File: src/rtl/display_pkg.sv
// Shared types and helpers for the rolling seven-segment display sequencer.
// The default digit geometry lives here; the top level picks it up as parameter defaults.
package display_pkg;

  localparam int DIGIT_W    = 4;
  localparam int NUM_DIGITS = 8;
  localparam int DISP_W     = DIGIT_W * NUM_DIGITS;

  // IDLE holds the buffer, RUN auto-scrolls, DWELL pauses after a full rotation.
  typedef enum logic [1:0] {
    IDLE  = 2'd0,
    RUN   = 2'd1,
    DWELL = 2'd2
  } scroll_state_t;

  // Rotate one digit toward the LSB: the lowest digit moves to the top.
  function automatic logic [DISP_W-1:0] rotate_right(input logic [DISP_W-1:0] v);
    return {v[DIGIT_W-1:0], v[DISP_W-1:DIGIT_W]};
  endfunction

  // Rotate one digit toward the MSB: the highest digit moves to the bottom.
  function automatic logic [DISP_W-1:0] rotate_left(input logic [DISP_W-1:0] v);
    return {v[DISP_W-DIGIT_W-1:0], v[DISP_W-1:DISP_W-DIGIT_W]};
  endfunction

endpackage

File: src/rtl/scroll_prescaler.sv
// Enable-gated modulo-DIV counter with synchronous clear and a terminal-count tick.
// Used both as the scroll timebase and as the dwell period counter.
module scroll_prescaler #(
  parameter int DIV = 4
) (
  input  logic clk,
  input  logic rst_n,
  input  logic clear,
  input  logic enable,
  output logic tick
);

  localparam int CW = (DIV > 1) ? $clog2(DIV) : 1;
  localparam logic [CW-1:0] LAST = CW'(DIV - 1);

  logic [CW-1:0] count;

  // Advance on enabled cycles and wrap at DIV-1; clear takes priority and holds
  // the counter at zero, disabled cycles simply hold the current count.
  always_ff @(posedge clk) begin
    if (!rst_n) begin
      count <= '0;
    end else if (clear) begin
      count <= '0;
    end else if (enable) begin
      count <= (count == LAST) ? '0 : count + CW'(1);
    end
  end

  assign tick = enable && (count == LAST);

endmodule

File: src/rtl/display_scroll_ctrl.sv
// Single-clock sequencer for the 8-digit rolling display: owns the digit buffer,
// the scroll timebase, the load handshake and the rotation position.
// Optional feature macro: SCROLL_DWELL_EN (pause DWELL_STEPS tick periods after
// every full rotation while auto-scrolling).
module display_scroll_ctrl #(
  parameter int DIGIT_W     = display_pkg::DIGIT_W,
  parameter int NUM_DIGITS  = display_pkg::NUM_DIGITS,
  parameter int CLK_DIV     = 50_000_000,
  parameter logic [DIGIT_W*NUM_DIGITS-1:0] INIT_VALUE = 32'h2464_6421,
  parameter int DWELL_STEPS = 4
) (
  input  logic                          clk,
  input  logic                          rst_n,
  input  logic                          load_valid,
  input  logic [DIGIT_W*NUM_DIGITS-1:0] load_data,
  output logic                          load_ready,
  input  logic                          run,
  input  logic                          dir,
  input  logic                          step_once,
  output logic [DIGIT_W*NUM_DIGITS-1:0] digits,
  output logic                          step_pulse,
  output logic                          wrap_pulse,
  output logic [1:0]                    state
);

  import display_pkg::scroll_state_t, display_pkg::IDLE, display_pkg::RUN, display_pkg::DWELL;

  localparam int W  = DIGIT_W * NUM_DIGITS;
  localparam int PW = (NUM_DIGITS > 1) ? $clog2(NUM_DIGITS) : 1;
  localparam logic [PW-1:0] POS_LAST = PW'(NUM_DIGITS - 1);

  scroll_state_t state_q, state_d;
  logic [W-1:0]  digits_q;
  logic [PW-1:0] pos_q;
  logic          load_ready_q;
  logic          step_pulse_q;
  logic          wrap_pulse_q;

  logic          load_fire;
  logic          do_step;
  logic          at_last;
  logic          tick;
  logic          dwell_done;
  logic [W-1:0]  rot_lsb;
  logic [W-1:0]  rot_msb;

  // Load handshake: a transfer happens on any edge where load_valid and
  // load_ready are both 1. load_ready never depends on load_valid in the same
  // cycle; it drops for exactly one cycle after each transfer.
  assign load_fire = load_valid && load_ready_q;
  assign at_last   = (pos_q == POS_LAST);
  assign rot_lsb   = {digits_q[DIGIT_W-1:0], digits_q[W-1:DIGIT_W]};
  assign rot_msb   = {digits_q[W-DIGIT_W-1:0], digits_q[W-1:W-DIGIT_W]};

  // Scroll timebase: runs while scrolling or dwelling, forced to zero by a load
  // or whenever the FSM is heading to IDLE.
  scroll_prescaler #(
    .DIV (CLK_DIV)
  ) u_prescaler (
    .clk    (clk),
    .rst_n  (rst_n),
    .clear  (load_fire || (state_d == IDLE)),
    .enable ((state_q == RUN) || (state_q == DWELL)),
    .tick   (tick)
  );

  // Dwell period counter: counts scroll ticks while in DWELL, reset on any exit.
  scroll_prescaler #(
    .DIV (DWELL_STEPS)
  ) u_dwell (
    .clk    (clk),
    .rst_n  (rst_n),
    .clear  (state_d != DWELL),
    .enable (tick && (state_q == DWELL)),
    .tick   (dwell_done)
  );

  // Next-state and step decision; a load always suppresses a coincident step.
  always_comb begin
    state_d = state_q;
    do_step = 1'b0;
    case (state_q)
      IDLE: begin
        if (run) begin
          state_d = RUN;
        end else if (step_once && !load_fire) begin
          do_step = 1'b1;
        end
      end
      RUN: begin
        if (!run) begin
          state_d = IDLE;
        end else if (tick && !load_fire) begin
          do_step = 1'b1;
`ifdef SCROLL_DWELL_EN
          if (at_last) state_d = DWELL;
`endif
        end
      end
      DWELL: begin
        if (!run) begin
          state_d = IDLE;
        end else if (load_fire || dwell_done) begin
          state_d = RUN;
        end
      end
      default: state_d = IDLE;
    endcase
  end

  // State register plus buffer, position and one-cycle status pulses.
  always_ff @(posedge clk) begin
    if (!rst_n) begin
      state_q      <= IDLE;
      digits_q     <= INIT_VALUE;
      pos_q        <= '0;
      load_ready_q <= 1'b0;
      step_pulse_q <= 1'b0;
      wrap_pulse_q <= 1'b0;
    end else begin
      state_q      <= state_d;
      load_ready_q <= !load_fire;
      step_pulse_q <= do_step;
      wrap_pulse_q <= do_step && at_last;
      if (load_fire) begin
        digits_q <= load_data;
        pos_q    <= '0;
      end else if (do_step) begin
        digits_q <= dir ? rot_msb : rot_lsb;
        pos_q    <= at_last ? '0 : pos_q + PW'(1);
      end
    end
  end

  assign digits     = digits_q;
  assign load_ready = load_ready_q;
  assign step_pulse = step_pulse_q;
  assign wrap_pulse = wrap_pulse_q;
  assign state      = state_q;

endmodule

File: config.mk
export PLATFORM = sky130hd
export DESIGN_NAME = display_scroll_ctrl
export DESIGN_NICKNAME = d
export VERILOG_FILES = /design/src/rtl/display_pkg.sv /design/src/rtl/scroll_prescaler.sv /design/src/rtl/display_scroll_ctrl.sv
export SDC_FILE = /design/constraint.sdc
export NUM_CORES = 1
export LEC_CHECK = 0
export ABC_AREA = 1
export BUFFER_PORTS_ARGS = -buffer_cell sky130_fd_sc_hd__buf_2
export CAP_MARGIN = 10
export CORE_UTILIZATION = 56
export DETAILED_ROUTE_END_ITERATION = 8
export PLACE_DENSITY = 0.88
export SLEW_MARGIN = 25
export SYNTH_ARGS = -nofsm -noshare
export SYNTH_HDL_FRONTEND = slang
export SYNTH_SLANG_ARGS = --single-unit
File: constraint.sdc
create_clock -name clk -period 2.4 [get_ports clk]
set_input_delay 0.36 -clock clk [delete_from_list [all_inputs] [get_ports clk]]
set_output_delay 0.36 -clock clk [all_outputs]
set_load 0.05 [all_outputs]
==> out/results.ini, run 1 <==
[critical_path]
critical-path-top-delay-family=simple AND/OR/NAND/NOR gates
critPathCapture=digits[8]
timing.rr.start=u_prescaler.count[0]
reg2reg_slack_ns=0.28
r2r_cells=12
end_kind=register
slowest_stage=dfxtp_1
path_cells=ha_1 -> nand3_1 -> nor2_1 -> nand2_1 -> nor2_4 -> nand2_4 -> inv_2 -> o21ai_4 -> nand2_4 -> buf_12 -> o21ai_0 -> a21oi_1
r2r-end=digits[8]
crit_type=register to register
crit_cells=12
crit_arrival_ns=2.37
crit_buf_inv=2
slowest_delay_ns=0.34
crit_top_cell=nand2_4
required_ns=2.65
crit_start=u_prescaler.count[0]
crit_fanout=27
startpoint_type=register

[placed_design]
port_buffers=74
dp_slack_ns=0.0726
dp.cells=652
place_congestion=0.905
dp_hpwl_mm=6.45
placed_area_sq_um=4230

[job]
drv_cap=0

[drt]
via_per_inst=5.49
num_vias=3687
detail-route-antenna-nets=0
drtIter0Drc=204
first_pass_iters=5
drc=0
wl_mm=9.02
wl_per_cell_um=13.4

[sta]
hold_viol=0
setup_tns_ns=0
finalCritPeriodShare_pct=88.3
drv_slew=0
tightestPinTransition_ns=0.943
setup_viol=0
clock.fmax_mhz=472
period_needed_ns=2.12
max_slew_margin_pct=37.1
fin_ws_ns=0.280
rsz0062_at_grt=no
final.setup_skew_ns=0.0118

[yosys]
ys_ff_latch=68
synth_area_sq_um=3850
syn-num-nets=566
ys_seq_area_share_pct=35.3
synthDistinctLibCells=40
async_flop_share_pct=0
syn_inst=520
synthFlopType=dfxtp_1
syn_area_per_cell_sq_um=7.41
yosys_warnings=0
synth_edf_count=0

[clock_tree]
cts_root_buf=clkbuf_8
clk_path_buf_depth=2
clkSinkCount=68
insertion_delay_ns=0.36
clk_pin_slew_ns=0.09
cts_htree_levels=3
cts_made_buffers=9
tritoncts=built
cts_hold_buf=0

[die]
core_area_sq_um=6490
die_area_sq_um=7210
pin_count=75
dieWidth_um=84.9
start_util_pct=59.3
die_y_um=84.9
row_count=29

[global_routing]
grt_usage_pct=26.5
grt_overflow=0
grt_pass1_vias=3497
grt_pass1_wl_mm=15.4
antenna_found_initial=0
grt_max_degree=75

[power_and_ir_drop]
power.leakage_nw=1.95
pwr-share-seq_pct=43.2
p_sw_mw=1.03
switching_share_pct=35.4
p_comb_share_pct=22.7
p_per_area_nw_per_um2=650
p_int_mw=1.89
clkPwrFrac_pct=34.2
ir_worst_vdd_mv=0.461

[cells_and_area]
nets=635
layout_commonest_cell=nand2_1
diodes=0
drive_gt1_share_pct=25.8
final_cells=671
stdcell_area_sq_um=4480
final_util_pct=69.0
areaGrowthSynthToFinish_pct=16.4
most-common-layout-cells=nand2_1, buf_2, dfxtp_1, o21ai_0, inv_1

[hold_path]
hold_path.class=input pin to register

[run_status]
outcome=finished, final reports clean

[power groups by stage]
stage,Clock [mW],Combinational [mW],Sequential (mW)
2_1_floorplan,0,0.308,1.48
6_report,0.997,0.661,1.26
5_1_grt,1.07,0.714,1.27
3_3_place_gp,0,0.637,1.28
3_5_place_dp,0,0.650,1.28
4_1_cts,1.01,0.653,1.26
[layer usage]
layer	wire, um	global-route usage, %
met5	0	0
met4	136	10.0
met3	616	8.75
met2	4470	46.2
met1	3800	30.3
[through the flow]
step | hold WS, ns | power [mW]
floorplan | 0.427 | 1.79
global placement | 0.436 | 1.92
detailed placement | 0.444 | 1.93
CTS | 0.246 | 2.92
global route | 0.248 | 3.05
finish | 0.251 | 2.92
[worst reg2reg max path: stages (launching register included)]
cell     delay, ns
dfxtp_1       0.34
ha_1          0.23
nand3_1       0.13
nor2_1        0.06
nand2_1       0.10
nor2_4        0.06
nand2_4       0.11
inv_2         0.07
o21ai_4       0.26
nand2_4       0.21
buf_12        0.24
o21ai_0       0.17
a21oi_1       0.05
[what timing repair did]
action	in CTS	in global routing
setup buffers	0	3
resized for setup	0	5
setup endpoints to repair	0	28
[final cells by class]
type                    count  area (sq um)
multi-input cells         376          2160
fillers                   524          2010
flip-flops and latches     68          1360
repair buffers             84           470
inverters                  50           188
clock buffers               9           124
well taps                  77          96.3
clock inverters             7          81.3
[cells by family (layout without fill, tap and decap cells)]
logic type                 Yosys count  in the layout  synth area share (%)
and+or+nand+nor                    226            226                  28.9
AOI/OAI and AO/OA                  116            116                  17.4
buffers and inverters               76            150                  9.26
DFF                                 68             68                  35.3
muxes                               17             17                  4.45
xor gates and xnor gates             9              9                  2.05
adders and majority gates            8              8                  2.60
[state kept, by name, summed over array words and instances (netlist names)]
signal	count
wrap_pulse	1
state	2
load_ready	1
u_dwell.count	2
step_pulse	1
digits	32
u_prescaler.count	26
pos_q	3
[how the worst min path moves through the flow]
stage / start / end / depth (start not counted)
finish: load_data[18] / digits[18] / 3
global route: load_data[21] / digits[21] / 3
CTS: load_data[18] / digits[18] / 3
detailed placement: pos_q[1] / pos_q[1] / 2
global placement: pos_q[2] / pos_q[2] / 2
floorplan: pos_q[1] / pos_q[1] / 2
[cells in the mapped netlist, types with 2 or more instances]
master / count / share of area (%)
nor3_1: 12 / 1.6
nand2_1: 85 / 8.3
o21ai_0: 55 / 7.1
nor2_1: 44 / 4.3
nand2_2: 3 / 0.49
or2_2: 6 / 0.97
o211ai_1: 16 / 3.1
buf_4: 3 / 0.58
mux2i_1: 16 / 4.2
buf_6: 2 / 0.58
nand4_1: 9 / 1.5
o21ai_1: 5 / 0.65
dfxtp_1: 68 / 35
nand3_1: 38 / 4.9
nor2_4: 12 / 3.5
nor4_1: 2 / 0.32
xor2_1: 6 / 1.4
buf_1: 2 / 0.20
nor2_2: 10 / 1.6
nand2_4: 3 / 0.88
a21oi_2: 6 / 1.4
inv_1: 49 / 4.8
xnor2_1: 3 / 0.68
buf_12: 2 / 1.0
a21oi_1: 27 / 3.5
ha_1: 8 / 2.6
clkbuf_1: 15 / 1.5
(Power assumes the default switching activity.)
==> run 2: changes to the inputs <==
--- a/config.mk
+++ b/config.mk
@@ -8,9 +8,9 @@
 export ABC_AREA = 1
 export BUFFER_PORTS_ARGS = -buffer_cell sky130_fd_sc_hd__buf_2
 export CAP_MARGIN = 10
-export CORE_UTILIZATION = 56
+export CORE_MARGIN = 3
+export CORE_UTILIZATION = 35
 export DETAILED_ROUTE_END_ITERATION = 8
-export PLACE_DENSITY = 0.88
 export SLEW_MARGIN = 25
 export SYNTH_ARGS = -nofsm -noshare
 export SYNTH_HDL_FRONTEND = slang
==> run 2 against run 1 <==
Sequential power is essentially flat. Clock skew shrank 0.00058 ns. Clock power shrank 10%. Combinational power shrank 0.9%. Final area grew 0.67%. Critical path depth shrank 1. Non-clock buffer count grew 1. Critical endpoint is now u_prescaler.count[13]. Largest cell class unchanged. Highest routed layer unchanged.
==> out/results.ini, run 2 (synthesis results as in run 1) <==
[critical_path]
crit_fanout=9  ; -67%
timing.rr.start=state[0]
crit_arrival_ns=2.41  ; +0.04 ns
crit_start=state[0]
r2r_cells=11  ; -1
required_ns=2.64  ; about the same
end_kind=register
startpoint_type=register
crit_type=register to register

[job]
drv_cap=0  ; unchanged

[sta]
final.setup_skew_ns=0.0112  ; -0.000584 ns
rsz0062_at_grt=no
tightestPinTransition_ns=0.660  ; -0.283 ns
max_slew_margin_pct=56.0  ; +19 points
setup_tns_ns=0  ; unchanged
hold_viol=0  ; unchanged
finalCritPeriodShare_pct=90.4  ; +2.0 points
timing.hold.ws_ns=0.264  ; +0.0130 ns
drv_slew=0  ; unchanged
setup_viol=0  ; unchanged
period_needed_ns=2.17  ; +0.0490 ns
clock.fmax_mhz=461  ; -2.3%
fin_ws_ns=0.231  ; -0.0490 ns

[die]
core_area_sq_um=10500  ; +62%
die_y_um=111  ; +31%
pin_count=75  ; unchanged
row_count=37  ; +28%
dieWidth_um=111  ; +31%
die_area_sq_um=12300  ; +70%
start_util_pct=36.6  ; -23 points

[drt]
drtIter0Drc=124  ; -39%
wl_per_cell_um=12.7  ; -5.2%
num_vias=3620  ; -1.8%
via_per_inst=4.97  ; -9.6%
wl_mm=9.29  ; +3.0%
first_pass_iters=4  ; -1
detail-route-antenna-nets=0  ; unchanged
drc=0  ; unchanged

[placed_design]
port_buffers=74  ; unchanged
dp_slack_ns=0.160  ; +0.0878 ns
dp_hpwl_mm=6.62  ; +2.8%
placed_area_sq_um=4310  ; +1.7%
place_congestion=0.927  ; +2.4%
dp.cells=711  ; +9.0%

[clock_tree]
cts_made_buffers=9  ; unchanged
cts_htree_levels=3  ; unchanged
clk_pin_slew_ns=0.07  ; -0.02 ns
tritoncts=built
clk_path_buf_depth=2  ; unchanged
clkSinkCount=68  ; unchanged
cts_hold_buf=0  ; unchanged
cts_root_buf=clkbuf_8
insertion_delay_ns=0.35  ; about the same

[cells_and_area]
layout_commonest_cell=nand2_1
drive_gt1_share_pct=25.0  ; -0.80 points
diodes=0  ; unchanged
final_util_pct=43.0  ; -26 points
final_cells=729  ; +8.6%
num-fill-cells=1039  ; +98%
nets=636  ; +0.16%
largest_reg_flops=32  ; unchanged
most-common-layout-cells=nand2_1, buf_2, dfxtp_1, o21ai_0, inv_1
areaGrowthSynthToFinish_pct=17.2
stdcell_area_sq_um=4510  ; +0.67%

[global_routing]
antenna_found_initial=0  ; unchanged
grt_pass1_vias=3440  ; -1.6%
gr-max-usage-layer=met2
use_met2_pct=24.3  ; -22 points
grt_max_degree=74  ; -1.3%
grt_pass1_wl_mm=16.0  ; +3.6%
met3_usage_pct=5.57  ; -3.2 points
grt_use_met1_pct=19.2  ; -11 points
grt_overflow=0  ; unchanged
grt_usage_pct=15.4  ; -11 points

[run_status]
outcome=finished, final reports clean

[power_and_ir_drop]
p_per_area_nw_per_um2=623  ; -4.3%
p_total_mw=2.81  ; -3.6%
ir_worst_vdd_mv=0.299  ; -35%
power.leakage_nw=1.94  ; -0.53%

[hold_path]
hold_path.startpoint=load_data[14]
whs_path_depth=3  ; unchanged
hold_path.class=input pin to register

run 2: cell types whose count changed in the layout (fill, tap and decap cells not counted), sizes merged:
cell | previous run | this run
buf | 84 | 85
clkbuf | 9 | 11
clkinv | 1 | 2
clkinvlp | 1 | 0
inv | 54 | 50
run 2: critical path, cell delays in order, from the launching register on:
cell      delay [ns]
dfxtp_2         0.35
inv_1           0.09
ha_2            0.44
nand4_1         0.16
inv_1           0.11
nand3_1         0.14
nor2_1          0.21
inv_1           0.08
nor2_1          0.16
nand4_1         0.11
o211ai_1        0.16
nor2_4          0.06
run 2: power breakdown:
group          switching [mW]  internal (mW)
Sequential             0.0649           1.20
Clock                   0.430          0.466
Combinational           0.463          0.192
Total                   0.958           1.85
run 2: cell type report:
type	instances	area (sq um)	share of cell area, %
multi-input cells	376	2140	47.5
flip-flops and latches	68	1360	30.2
repair buffers	85	478	10.6
inverters	50	188	4.16
well taps	136	170	3.77
clock buffers	11	131	2.91
clock inverters	3	40.0	0.887
run 2: path summary, 6_finish.rpt:
| path | to | slack, ns |
|---|---|---|
| max | u_prescaler.count[13] | 0.23 |
| min | digits[14] | 0.26 |
| max reg2reg | u_prescaler.count[13] | 0.23 |
| min reg2reg | pos_q[2] | 0.46 |
run 2: timing repair:
action                     in CTS  in global routing
gates resized for setup         0                  2
setup endpoints to repair       0                  9
buffers inserted                0                  4
hold endpoints to repair        0                  0
run 2: per-layer routing:
layer  wire, um  vias to the layer above
met5          0                        -
met4        179                        0
met3        668                       14
met2       4230                       93
met1       4210                     1633
li1           -                     1880
